`config.mk`:
```
export PLATFORM = sky130hd
export DESIGN_NAME = fetch_unit
export DESIGN_NICKNAME = d
export VERILOG_FILES = /design/src/rtl/fetch_unit_pkg.sv /design/src/rtl/fetch_unit_jal_predecode.sv /design/src/rtl/fetch_unit.sv
export SDC_FILE = /design/constraint.sdc
export NUM_CORES = 1
export LEC_CHECK = 0
export BUFFER_PORTS_ARGS = -buffer_cell sky130_fd_sc_hd__buf_2
export CORE_MARGIN = 5
export CORE_UTILIZATION = 50
export DETAILED_ROUTE_END_ITERATION = 10
export GPL_ROUTABILITY_DRIVEN = 0
export GPL_TIMING_DRIVEN = 0
export PLACE_DENSITY_LB_ADDON = 0.2
export SYNTH_ARGS = -nofsm -noshare
export SYNTH_HDL_FRONTEND = slang
export SYNTH_HIERARCHICAL = 1
export SYNTH_SLANG_ARGS = --single-unit
```
`constraint.sdc`:
```
create_clock -name clk -period 3.3 [get_ports clk]
set_input_delay 0.33 -clock clk [delete_from_list [all_inputs] [get_ports clk]]
set_output_delay 0.33 -clock clk [all_outputs]
set_load 0.01 [all_outputs]
```
`src/rtl/fetch_unit_pkg.sv`:
```
// Shared constants, state encoding and J-immediate helper for the instruction fetch unit.
package fetch_unit_pkg;

  localparam logic [31:0] ResetPcDefault = 32'h0000_0000;
  localparam logic [6:0]  OpcJal         = 7'b1101111;
  localparam logic [31:0] InstrNop       = 32'h0000_0013;

  typedef enum logic [1:0] {StIdle, StFetch, StHold, StKill} fetch_state_e;

  function automatic logic [31:0] jal_imm(input logic [31:0] instr);
    return {{11{instr[31]}}, instr[31], instr[19:12], instr[20], instr[30:21], 1'b0};
  endfunction

endpackage

```
`src/rtl/fetch_unit_jal_predecode.sv`:
```
// Pre-decode of jal: opcode match and sign-extended J-type offset.
module jal_predecode
  import fetch_unit_pkg::*;
(
  input  logic [31:0] instr,
  output logic        is_jal,
  output logic [31:0] imm
);

  assign is_jal = (instr[6:0] == OpcJal);
  assign imm    = jal_imm(instr);

endmodule

```
`src/rtl/fetch_unit.sv`:
```
// Instruction fetch with one-entry skid buffer, redirect/kill handling and IF/ID register.
// Define FETCH_JAL_PREDICT_EN to follow jal targets at fetch time without a bubble.
module fetch_unit
  import fetch_unit_pkg::*;
#(
  parameter logic [31:0] RESET_PC = ResetPcDefault
) (
  input  logic        clk,
  input  logic        rst,
  output logic        imem_ren,
  output logic [31:0] imem_addr,
  input  logic [31:0] imem_rdata,
  input  logic        imem_stall,
  input  logic        stall_id,
  input  logic        redirect,
  input  logic [31:0] redirect_pc,
  output logic        id_valid,
  output logic [31:0] id_instr,
  output logic [31:0] id_pc,
  output logic [31:0] id_pc4
);

  fetch_state_e state_q;
  logic         ren_q;
  logic [31:0]  pc_q;
  logic [31:0]  target_q;
  logic [31:0]  buf_instr_q;
  logic [31:0]  buf_pc_q;
  logic         id_valid_q;
  logic [31:0]  id_instr_q;
  logic [31:0]  id_pc_q;
  logic [31:0]  id_pc4_q;

  logic [31:0]  redir_aligned;
  logic [31:0]  acc_instr;
  logic [31:0]  acc_pc;
  logic [31:0]  acc_pc4;
  logic [31:0]  next_pc;

  assign redir_aligned = {redirect_pc[31:2], 2'b00};

  // The instruction being accepted comes from memory in FETCH, from the skid buffer in HOLD.
  always_comb begin
    acc_instr = imem_rdata;
    acc_pc    = pc_q;
    if (state_q == StHold) begin
      acc_instr = buf_instr_q;
      acc_pc    = buf_pc_q;
    end
  end

  assign acc_pc4 = acc_pc + 32'd4;

`ifdef FETCH_JAL_PREDICT_EN
  logic        is_jal;
  logic [31:0] jal_off;

  jal_predecode u_jal_predecode (
    .instr  (acc_instr),
    .is_jal (is_jal),
    .imm    (jal_off)
  );

  assign next_pc = is_jal ? (acc_pc + jal_off) : acc_pc4;
`else
  assign next_pc = acc_pc4;
`endif

  always_ff @(posedge clk) begin
    if (rst) begin
      state_q     <= StIdle;
      ren_q       <= 1'b0;
      pc_q        <= RESET_PC;
      target_q    <= 32'h0;
      buf_instr_q <= 32'h0;
      buf_pc_q    <= 32'h0;
      id_valid_q  <= 1'b0;
      id_instr_q  <= InstrNop;
      id_pc_q     <= 32'h0;
      id_pc4_q    <= 32'h0;
    end else begin
      // Redirect flushes IF/ID regardless of decode back-pressure.
      if (redirect) begin
        id_valid_q <= 1'b0;
        id_instr_q <= InstrNop;
      end
      unique case (state_q)
        StIdle: begin
          if (redirect) pc_q <= redir_aligned;
          state_q <= StFetch;
          ren_q   <= 1'b1;
        end
        StFetch: begin
          if (redirect) begin
            if (imem_stall) begin
              target_q <= redir_aligned;
              state_q  <= StKill;
            end else begin
              pc_q <= redir_aligned;
            end
          end else if (!imem_stall) begin
            if (!stall_id) begin
              id_valid_q <= 1'b1;
              id_instr_q <= acc_instr;
              id_pc_q    <= acc_pc;
              id_pc4_q   <= acc_pc4;
              pc_q       <= next_pc;
            end else begin
              buf_instr_q <= imem_rdata;
              buf_pc_q    <= pc_q;
              state_q     <= StHold;
              ren_q       <= 1'b0;
            end
          end else if (!stall_id) begin
            id_valid_q <= 1'b0;
          end
        end
        StHold: begin
          if (redirect) begin
            pc_q    <= redir_aligned;
            state_q <= StFetch;
            ren_q   <= 1'b1;
          end else if (!stall_id) begin
            id_valid_q <= 1'b1;
            id_instr_q <= acc_instr;
            id_pc_q    <= acc_pc;
            id_pc4_q   <= acc_pc4;
            pc_q       <= next_pc;
            state_q    <= StFetch;
            ren_q      <= 1'b1;
          end
        end
        StKill: begin
          if (redirect) target_q <= redir_aligned;
          // The stale word returned now is dropped; resume at the newest target.
          if (!imem_stall) begin
            pc_q    <= redirect ? redir_aligned : target_q;
            state_q <= StFetch;
          end
        end
        default: begin
          state_q <= StIdle;
          ren_q   <= 1'b0;
        end
      endcase
    end
  end

  assign imem_ren  = ren_q;
  assign imem_addr = pc_q;
  assign id_valid  = id_valid_q;
  assign id_instr  = id_instr_q;
  assign id_pc     = id_pc_q;
  assign id_pc4    = id_pc4_q;

endmodule

```
==> results.toml <==
[synthesis]
synthMuxAreaShare = 0.0355
synth-seq-area-share = 0.447
syn-num-nets = 1348
synthArstFlopShare = 0
syn_avg_cell_area_sq_um = 7.96
synthSimpleGateAreaFrac = 0.217
synth-edff-count = 0
syn_inst = 1272
synth_compound_area_frac = 0.227
synth_fa_ha_area_frac = 0.00865
synth_xor_area_frac = 0.0164
yosys_warnings = 6
synth_area_sq_um = 10100
synthDistinctLibCells = 68
synth_seq_cells = 226
ys.flop_type = "dfxtp_1"
synth_top_family_by_area = "compound AO/OA/AOI/OAI gates"

[floorplan]
boundaryPins = 199
row_count = 52
die-area_sq_um = 23200
core_area_sq_um = 20100
die_y_microns = 152
initial_utilization = 0.504
chipWidth_microns = 152

[detailed_routing]
viasPerCell = 5.88
drc = 0
drtIter0Drc = 1138
vias = 10600
dr.pass1.iters = 6
drt_wl_total_microns = 35600
drtAntennaViolNets = 0
routedWlPerCell_microns = 19.8

[place]
hpwl_microns = 25600
place_ws_ns = -0.822
port_buffers = 194
placed_area_sq_um = 11400

[sta]
max_slew_margin = 0.334
setup_slack_ns = 0.0569
worst_pin_slew_ns = 0.992
finalSetupTns_ns = 0
setup_viol_count_final = 0
holdWs_ns = 0.0527
hold_violations = 0
slew_violations = 0
finalClockSkew_ns = 0.00835
finalCriticalPeriod_ns = 3.24
timing.final.crit_share = 0.983
timing.fmax_mhz = 308

[global_route]
grt_max_degree = 20
overflow = 0
antenna_found_initial = 1
grt_first_pass_wirelength_microns = 54600
gr-usage-all-layers = 0.287
grt_pass1_vias = 9793

[setup_path]
critPathTopFamily = "buffers and inverters"
rrSetupSlack_ns = 0.06
crit_chain = "inv_1 -> ha_1 -> buf_6 -> buf_12 -> buf_12 -> buf_8 -> mux2_4 -> ha_4 -> o211a_4 -> nand4b_1 -> buf_4 -> or4b_4 -> nand4_1 -> o21ai_1"
worstPathRequired_ns = 3.68
crit_buf_inv = 6
critPathMaxFanout = 14
endpoint_kind = "flop"
slowest_stage = "or4b_4"
start_kind = "flop"
slowest_delay_ns = 0.54
worstSetupPathType = "flop to flop"
cpMostUsedCell = "buf_12"
cp.arrival_ns = 3.63

[final_layout]
layout_commonest_cell = "nand2_1"
nets = 1585
drive_above_1_share = 0.193
stdcell_area_sq_um = 12400
fillers = 1879
area_growth_pct = 22.5
utilization = 0.617
final_cell_mix = "nand2_1 (269), dfxtp_1 (225), buf_2 (203)"

[clock_network]
worstSkewPairLatency_ns = 0.52
cts_tree = "done"
cts_root_buf = "clkbuf_16"
cts_buffers = 24
cts_max_level = 1
cts_max_path_buffers = 3
cts.sinks = 226
clk_pin_slew_worst_paths_ns = 0.06

[job]
drv_cap = 0

[power_and_ir_drop]
leakagePower_uw = 0.00476
cellPowerDensity_nw_per_um2 = 596
ir_drop_mv = 0.410

[min_path]
hp-class = "input pin to flop"

[run_status]
outcome = "complete, no violations"
[flip-flops by register name, indices dropped and copies added (netlist names)]
signal and count:
buf_pc_q 32, id_pc 30, buf_instr_q 32, state_q 2
id_valid 1, id_instr 32, target_q 32, imem_addr 32
id_pc4 32, imem_ren 1
[synthesized netlist by cell type (10+ instances only)]
| master | number | area (sq um) |
|---|---|---|
| a221oi_1 | 11 | 96.3 |
| a211oi_1 | 37 | 278 |
| dfxtp_1 | 226 | 4520 |
| xor2_1 | 14 | 123 |
| nand2_1 | 270 | 1010 |
| nor3_1 | 14 | 70.1 |
| nand4_1 | 10 | 62.6 |
| nor2_1 | 131 | 492 |
| buf_2 | 11 | 55.1 |
| a21oi_1 | 170 | 851 |
| a221o_1 | 14 | 140 |
| o21ai_0 | 40 | 200 |
| o22ai_1 | 12 | 75.1 |
| mux2i_1 | 30 | 300 |
| a22oi_1 | 33 | 248 |
| clkbuf_1 | 79 | 297 |
| nand3_1 | 35 | 175 |
[routing by layer]
| layer | routed length [microns] | global-route usage |
|---|---|---|
| met1 | 15000 | 0.395 |
| met2 | 15700 | 0.442 |
| met3 | 3790 | 0.0619 |
| met4 | 1190 | 0.108 |
| met5 | 0 | 0 |
[power breakdown]
group | total (uW) | switching, uW | internal, uW
clock network | 2660 | 1130 | 1530
logic | 1630 | 1080 | 548
registers | 3100 | 182 | 2920
total | 7390 | 2390 | 5000
[logic make-up (layout without fill, tap and decap cells)]
kind of cell,count (synthesis),count (layout)
buf+inv,113,368
mux,35,35
simple gates,508,508
xor+xnor,19,19
fa+ha+maj,7,7
other cells,0,1
flops,226,226
compound gates,364,364
[worst reg2reg max path: cells and delay by family, from the launching register on]
family,cells,cell delay [ns]
AND/OR/NAND/NOR,3,0.88
AO/OA/AOI/OAI,2,0.30
flip-flops,1,0.37
adder cells (fa/ha/maj),2,0.39
multiplexers,1,0.23
buffers and inverters,6,0.95
[worst paths after layout]
path,startpoint,end,depth (start not counted)
setup reg to reg,state_q[0],imem_addr[26],14
hold / removal,imem_rdata[7],buf_instr_q[7],3
setup / recovery,state_q[0],imem_addr[26],14
hold reg to reg,id_pc4[18],id_pc4[18],2
[repair_timing]
action	in CTS	in global routing
buffers inserted	1	16
cloned	0	1
endpoints found under the setup margin	28	6
pin swaps	0	1
hold buffers	0	0
resized for setup	13	7
[through the flow]
step / total power, uW / std cells
global route: 7660 / 1798
CTS: 7330 / 1780
global placement: 4690 / 1736
detailed placement: 4710 / 1736
floorplan: 4060 / 1272
finish: 7390 / 1798
[layout make-up]
type	count	area (sq um)	area share
sequential	226	4530	0.365
tap	270	338	0.0272
clock buffer	32	682	0.0550
inverter	9	33.8	0.00272
antenna	1	2.50	0.000202
buffer	103	485	0.0391
multi-input combinational	933	5140	0.415
clock inverter	12	85.1	0.00686
timing repair buffer	212	1100	0.0890
Power figures use the tool's default switching activity.
